**src/rtl/mbus_arb.sv**
```systemverilog
// mbus_arb: round-robin arbiter sharing one single-beat memory bus among NREQ masters.
// Each request is granted once and driven onto the mbus_* strobes. The arbiter then waits
// for mbus_ack and returns a one-cycle done pulse with read data to the winner.
// Optional feature macro: MBUS_ARB_TIMEOUT_EN. When it is defined, a transfer that sees no
// ack within TIMEOUT bus cycles is aborted and reported through req_err.
// Ports:
//   clk, rst_n           clock, synchronous active-low reset
//   req_valid/we         per-requester request level and direction (1 = write)
//   req_addr/wdata       packed payloads, 48/64 bits per requester
//   req_gnt/done/err     one-hot accept pulse, completion pulse, timeout flag
//   req_rdata            read data, valid with req_done
//   mbus_re/we/addr/wdata bus strobes and payload, held stable for the whole transfer
//   mbus_rdata/ack       bus read data and slave completion
module mbus_arb #(
  parameter int unsigned NREQ    = 4,
  parameter int unsigned TIMEOUT = 255
) (
  input  logic               clk,
  input  logic               rst_n,
  input  logic [NREQ-1:0]    req_valid,
  input  logic [NREQ-1:0]    req_we,
  input  logic [NREQ*48-1:0] req_addr,
  input  logic [NREQ*64-1:0] req_wdata,
  output logic [NREQ-1:0]    req_gnt,
  output logic [NREQ-1:0]    req_done,
  output logic [NREQ-1:0]    req_err,
  output logic [63:0]        req_rdata,
  output logic               mbus_re,
  output logic               mbus_we,
  output logic [47:0]        mbus_addr,
  output logic [63:0]        mbus_wdata,
  input  logic [63:0]        mbus_rdata,
  input  logic               mbus_ack
);

  localparam int unsigned IdW = $clog2(NREQ);

  if (NREQ < 2 || NREQ > 8 || TIMEOUT < 1) begin : g_param_check
    $error("mbus_arb: NREQ must be 2..8 and TIMEOUT at least 1");
  end

  typedef enum logic [0:0] {StIdle, StBus} state_e;

  state_e           state_q, state_d;
  logic [IdW-1:0]   rr_ptr_q, rr_ptr_d;
  logic [IdW-1:0]   id_q, id_d;
  logic [NREQ-1:0]  req_gnt_q, req_gnt_d;
  logic [NREQ-1:0]  req_done_q, req_done_d;
  logic [63:0]      req_rdata_q, req_rdata_d;
  logic             mbus_re_q, mbus_re_d;
  logic             mbus_we_q, mbus_we_d;
  logic [47:0]      mbus_addr_q, mbus_addr_d;
  logic [63:0]      mbus_wdata_q, mbus_wdata_d;

  logic             found;
  logic [IdW-1:0]   win;
  logic             ack_fire;
  logic             expire;
  logic             finish;

  // ack only counts while a strobe is up, which is exactly the BUS state
  assign ack_fire = (state_q == StBus) && mbus_ack;

`ifdef MBUS_ARB_TIMEOUT_EN
  localparam int unsigned CntW = $clog2(TIMEOUT + 1);
  logic [CntW-1:0] cnt_q, cnt_d;
  logic [NREQ-1:0] req_err_q, req_err_d;
  // Expiry is the edge on which the counter would reach TIMEOUT; an ack on that edge wins.
  assign expire  = (state_q == StBus) && !mbus_ack && (cnt_q == CntW'(TIMEOUT - 1));
  assign req_err = req_err_q;
`else
  assign expire  = 1'b0;
  assign req_err = '0;
`endif

  assign finish = ack_fire || expire;

  // Round-robin pick: first set request scanning upward from rr_ptr, wrapping.
  always_comb begin
    int unsigned idx;
    found = 1'b0;
    win   = '0;
    idx   = 0;
    for (int unsigned i = 0; i < NREQ; i++) begin
      idx = (32'(rr_ptr_q) + i) % NREQ;
      if (!found && req_valid[idx]) begin
        found = 1'b1;
        win   = IdW'(idx);
      end
    end
  end

  // State register
  always_ff @(posedge clk) begin
    if (!rst_n) begin
      state_q <= StIdle;
    end else begin
      state_q <= state_d;
    end
  end

  // Next-state logic
  always_comb begin
    state_d = state_q;
    unique case (state_q)
      StIdle: if (found) state_d = StBus;
      StBus:  if (finish) state_d = StIdle;
      default: state_d = StIdle;
    endcase
  end

  // Next values of the registered outputs and datapath
  always_comb begin
    req_gnt_d    = '0;
    req_done_d   = '0;
    req_rdata_d  = '0;
    mbus_re_d    = mbus_re_q;
    mbus_we_d    = mbus_we_q;
    mbus_addr_d  = mbus_addr_q;
    mbus_wdata_d = mbus_wdata_q;
    id_d         = id_q;
    rr_ptr_d     = rr_ptr_q;
`ifdef MBUS_ARB_TIMEOUT_EN
    cnt_d        = cnt_q;
    req_err_d    = '0;
`endif
    unique case (state_q)
      StIdle: begin
        if (found) begin
          id_d           = win;
          req_gnt_d[win] = 1'b1;
          mbus_we_d      = req_we[win];
          mbus_re_d      = !req_we[win];
          mbus_addr_d    = req_addr[win*48 +: 48];
          mbus_wdata_d   = req_wdata[win*64 +: 64];
`ifdef MBUS_ARB_TIMEOUT_EN
          cnt_d          = '0;
`endif
        end
      end
      StBus: begin
        if (finish) begin
          mbus_re_d        = 1'b0;
          mbus_we_d        = 1'b0;
          req_done_d[id_q] = 1'b1;
          // Writes and aborted transfers return zero data
          req_rdata_d      = (ack_fire && mbus_re_q) ? mbus_rdata : 64'h0;
          rr_ptr_d         = (id_q == IdW'(NREQ - 1)) ? '0 : id_q + 1'b1;
`ifdef MBUS_ARB_TIMEOUT_EN
          req_err_d[id_q]  = expire;
`endif
        end else begin
`ifdef MBUS_ARB_TIMEOUT_EN
          cnt_d = cnt_q + 1'b1;
`endif
        end
      end
      default: ;
    endcase
  end

  always_ff @(posedge clk) begin
    if (!rst_n) begin
      rr_ptr_q     <= '0;
      id_q         <= '0;
      req_gnt_q    <= '0;
      req_done_q   <= '0;
      req_rdata_q  <= '0;
      mbus_re_q    <= 1'b0;
      mbus_we_q    <= 1'b0;
      mbus_addr_q  <= '0;
      mbus_wdata_q <= '0;
`ifdef MBUS_ARB_TIMEOUT_EN
      cnt_q        <= '0;
      req_err_q    <= '0;
`endif
    end else begin
      rr_ptr_q     <= rr_ptr_d;
      id_q         <= id_d;
      req_gnt_q    <= req_gnt_d;
      req_done_q   <= req_done_d;
      req_rdata_q  <= req_rdata_d;
      mbus_re_q    <= mbus_re_d;
      mbus_we_q    <= mbus_we_d;
      mbus_addr_q  <= mbus_addr_d;
      mbus_wdata_q <= mbus_wdata_d;
`ifdef MBUS_ARB_TIMEOUT_EN
      cnt_q        <= cnt_d;
      req_err_q    <= req_err_d;
`endif
    end
  end

  assign req_gnt    = req_gnt_q;
  assign req_done   = req_done_q;
  assign req_rdata  = req_rdata_q;
  assign mbus_re    = mbus_re_q;
  assign mbus_we    = mbus_we_q;
  assign mbus_addr  = mbus_addr_q;
  assign mbus_wdata = mbus_wdata_q;

endmodule
```
**config.mk**
```make
export PLATFORM = sky130hd
export DESIGN_NAME = mbus_arb
export DESIGN_NICKNAME = d
export VERILOG_FILES = /design/src/rtl/mbus_arb.sv
export SDC_FILE = /design/constraint.sdc
export NUM_CORES = 1
export LEC_CHECK = 0
export CORE_AREA = 10 10 269 271
export CTS_CLUSTER_SIZE = 24
export DETAILED_ROUTE_END_ITERATION = 7
export DIE_AREA = 0 0 279 281
export PLACE_DENSITY = 0.38
export SETUP_SLACK_MARGIN = 0.15
export SLEW_MARGIN = 20
export SYNTH_ARGS = -nofsm -noshare
export SYNTH_HDL_FRONTEND = slang
export SYNTH_SLANG_ARGS = --single-unit
export TNS_END_PERCENT = 10
```
**constraint.sdc**
```tcl
create_clock -name clk -period 2.4 [get_ports clk]
set_clock_uncertainty 0.2 [all_clocks]
set_input_delay 0.72 -clock clk [delete_from_list [all_inputs] [get_ports clk]]
set_output_delay 0.72 -clock clk [all_outputs]
set_load 0.05 [all_outputs]
```
==> summary.txt <==
Outcome
  – Outcome: finished clean

Power and ir drop
  – Power after layout: 0.0108 W
  – PD cells: 568 nW/um^2
  – Largest voltage drop on the vdd net: between 0.0004 and 0.0005 V
  – Total leakage power: 7.56 nW

Critical path
  – Endpoint of the most critical register-to-register path: mbus_addr[13]
  – Slowest cell on the critical path: sky130_fd_sc_hd__or4_4
  – CP Max Fanout: 5
  – Number of buffers and inverters on the critical path: 4
  – Cell chain of the critical path: dlygate4sd2_1, or4_4, buf_6, nand2b_4, bufbuf_16, buf_4, a221oi_1, a21oi_1
  – First element of the critical path: req_valid[1]
  – Data required, critical path: around 2.6 ns
  – End point of the critical path: mbus_addr[46]
  – Number of stages on the worst setup path: 8
  – Kind of capture point of the worst setup path: flop
  – Critical path start-end classification: primary input to flop
  – WP data arrival: ~2.5 ns
  – Kind of cell with the highest combined delay on the critical path: buffers and inverters
  – R2r setup slk: roughly 0.32 ns
  – Reg2reg start: rr_ptr_q[1]
  – Number of cells on the worst reg-to-reg path: 8
  – Worst path max stage delay: 0.54 ns
  – Category of the worst setup path launch point: primary input

Clock tree
  – CTS Sinks: roughly 190
  – Number of buffers created by CTS: 17
  – Buffers from clock root to sink, at most: 2
  – Root Buffer Master: sky130_fd_sc_hd__clkbuf_16
  – Clock latency on the worst-skew pair: approximately 0.51 ns
  – Depth of the CTS H-tree: 4
  – Post-CTS clock slew at the launch and capture registers of the worst setup and hold paths: 0.09 ns
  – Clock tree from TritonCTS: yes

Logic synthesis
  – Count of mapped cells out of synthesis: between 1k and 1.5k
  – Synthesized area divided by synthesized cell count: between 8 and 9 sq um
  – Synthesized cell area: roughly 9600 sq um
  – Top flip-flop cell by instance count after synthesis: sky130_fd_sc_hd__dfxtp_1
  – Flops & latches, synth: 191
  – Register area share after synthesis: between 30% and 40%
  – Number of warnings reported in the yosys synthesis log: 0
  – Number of enable flip-flop cells after synthesis: 0
  – Distinct cells, synth: 38
  – Fraction of synthesis flops using an asynchronous set or reset pin: 0%

Global route
  – Met1 usage: 18.0%
  – Global Route met2 Usage: 30.1%
  – Total Routing Usage GR: 16.8%
  – Number of global-route vias before repair: 13.0k
  – Met3 routing resource usage after global routing: 6.20%
  – Grt ovf: 0
  – Maximum number of pins on one net before global-route repair: 69
  – First-pass GRT wire length: approximately 96 mm
  – Antenna violations before repair: 18
  – Layer with the highest usage after global routing: met2

Route
  – Pre-Repair DR Iteration Count: 5
  – Routed WL per cell: between 20 and 25 um
  – Number of violations reported at the end of detailed-routing iteration 0: 701
  – DRC: 0
  – WL final: 68.7 mm
  – Antenna-violating nets left: 0
  – Via-per-instance ratio: 4.45
  – Overall via count from detail_route: 12.3k

Timing
  – Slew headroom: 52.4%
  – Setup Viol. Count Final: 0
  – Unrepaired setup endpoints after global routing: true
  – Fraction of the cycle the final worst path needs: approximately 94%
  – Final Hold Viols: 0
  – Max Clk Rate: 445 MHz
  – Worst Max-Slew Pin Slew: between 0.7 and 0.8 ns
  – Final min period: 2.25 ns
  – Pins over their slew limit: 0

Flow run
  – MaxCap Viol Count: 0

Place
  – IO buf count: roughly 700
  – Number of cells after detailed placement: 2710
  – Total half-perimeter wirelength after legalization and detailed placement: about 53 mm
  – Global placement routability congestion: 0.823

Worst hold path
  – Worst min-delay path category: flop to flop

Floorplan
  – Die Wd: 279 um
  – Floorplan die area: 78400 sq um
  – Initial Utilization: approximately 14%
  – Die boundary height: about 280 um
  – Ports placed on the boundary: around 710
  – Core area: 66800 sq um
  – Rows: 95

Finish
  – Fraction of layout cells with a size suffix above 1: between 10% and 20%
  – Number of non-filler instances in the completed layout: between 2k and 3k
  – Nets@finish: approximately 2.4k
  – Growth of design area from synthesis to finish: 98.1%
worst min path at each step:
stage	from	end	slack, ns	cells past startpoint
2_1_floorplan	id_q[1]	id_q[1]	0.31	2
3_3_place_gp	mbus_we	mbus_we	0.27	2
3_5_place_dp	mbus_we	mbus_we	0.28	2
4_1_cts	mbus_we	mbus_we	0.29	2
5_1_grt	mbus_we	mbus_we	0.32	2
6_report	mbus_we	mbus_we	0.29	2
metal layers:
layer  part of all wire, %  wire, um  up-vias
met5                  0.11        74        -
met4                   1.9      1300       14
li1                      -         -     5815
met1                    38     26300     5936
met2                    52     35600      455
met3                   8.0      5510       60
registers in the layout, summed over array words and instances (netlist names):
register	count
mbus_wdata	64
req_rdata	64
mbus_addr	48
req_done	4
req_gnt	4
id_q	2
rr_ptr_q	2
mbus_re	1
mbus_we	1
state_q	1
cell families (layout without fill, tap and decap cells):
logic type               after synthesis  in the layout  synth area share [%]
buffers and inverters                152            869                  7.89
AND/OR/NAND/NOR                      221            221                  12.6
adder cells (fa/ha/maj)                4              4                 0.523
multiplexers                           3              3                 0.353
flip-flops                           191            191                  39.9
AO/OA/AOI/OAI                        587            587                  38.7
other                                  1             14                0.0392
final cells by class:
cell class | instances | area, sq um
Timing Repair Buffer | 832 | 8180
Sequential cell | 191 | 3820
Clock buffer | 17 | 425
Tap cell | 873 | 1090
Inverter | 5 | 18.8
Multi-Input combinational cell | 819 | 5180
Fill cell | 7188 | 47800
Clock inverter | 15 | 220
Antenna cell | 10 | 25.0
what timing repair did:
action	4_1_cts	5_1_grt
buffers inserted	6	0
endpoints found under the hold margin	0	0
cloned	4	0
endpoints found under the setup margin	118	50
hold buffers	0	0
pin swaps	3	0
resized for setup	29	5
worst min-delay path, stage by stage (launching register included):
cell,delay (ns)
sky130_fd_sc_hd__dfxtp_1,0.33
sky130_fd_sc_hd__nand3_1,0.06
sky130_fd_sc_hd__nand3_1,0.06
synth_stat cells (7+ instances only):
library cell	count	share of area (%)
sky130_fd_sc_hd__o21ai_0	202	11
sky130_fd_sc_hd__dfxtp_1	191	40
sky130_fd_sc_hd__a21oi_1	120	6.3
sky130_fd_sc_hd__nand3_1	118	6.2
sky130_fd_sc_hd__a21o_1	114	8.9
sky130_fd_sc_hd__a221oi_1	112	10
sky130_fd_sc_hd__clkbuf_1	76	3.0
sky130_fd_sc_hd__and3_1	67	4.4
sky130_fd_sc_hd__buf_2	40	2.1
sky130_fd_sc_hd__o21ai_1	28	1.5
sky130_fd_sc_hd__buf_4	18	1.4
sky130_fd_sc_hd__buf_6	9	1.1
sky130_fd_sc_hd__nor2_1	8	0.31
sky130_fd_sc_hd__nand2_1	7	0.27
power by group:
group | total (W) | internal [W] | leakage [nW] | switching (W)
Sequential | 0.00353 | 0.00339 | 1.57 | 0.000137
Clock | 0.00325 | 0.00146 | 0.309 | 0.00178
Combinational | 0.00400 | 0.00181 | 5.68 | 0.00219
through the flow:
step | hold slack (ns) | area, sq um | TNS (ns) | worst slack, ns | util (%)
floorplan | 0.314 | 9590 | 0 | 0.0890 | -
CTS | 0.292 | 18900 | 0 | 0.0644 | 28.4
finish | 0.295 | 19000 | 0 | 0.151 | 28.4
global route | 0.316 | 19000 | 0 | 0.107 | 28.4
global placement | 0.269 | 18000 | -60.03 | -0.784 | 27.0
detailed placement | 0.278 | 18000 | -60.85 | -0.761 | 27.0
layout by cell type (no fill, tap or decap), types with 4 or more instances in the layout:
master | netlist | layout
sky130_fd_sc_hd__a21o_1 | 114 | 113
sky130_fd_sc_hd__nand3_1 | 118 | 118
sky130_fd_sc_hd__a21oi_1 | 120 | 119
sky130_fd_sc_hd__diode_2 | 0 | 10
sky130_fd_sc_hd__o21ai_0 | 202 | 202
sky130_fd_sc_hd__nor2_1 | 8 | 6
sky130_fd_sc_hd__clkinv_8 | 0 | 7
sky130_fd_sc_hd__buf_12 | 0 | 43
sky130_fd_sc_hd__dfxtp_1 | 191 | 190
sky130_fd_sc_hd__buf_4 | 18 | 260
sky130_fd_sc_hd__a221oi_1 | 112 | 101
sky130_fd_sc_hd__clkdlybuf4s50_1 | 0 | 517
sky130_fd_sc_hd__and2_1 | 5 | 5
sky130_fd_sc_hd__nand2_1 | 7 | 5
sky130_fd_sc_hd__ha_1 | 4 | 4
sky130_fd_sc_hd__conb_1 | 1 | 4
sky130_fd_sc_hd__o21ai_1 | 28 | 28
sky130_fd_sc_hd__clkbuf_16 | 0 | 17
sky130_fd_sc_hd__nor2b_1 | 4 | 4
sky130_fd_sc_hd__and3_1 | 67 | 67
sky130_fd_sc_hd__a221oi_2 | 0 | 10
sky130_fd_sc_hd__inv_1 | 5 | 5
(Power assumes the default switching activity.)
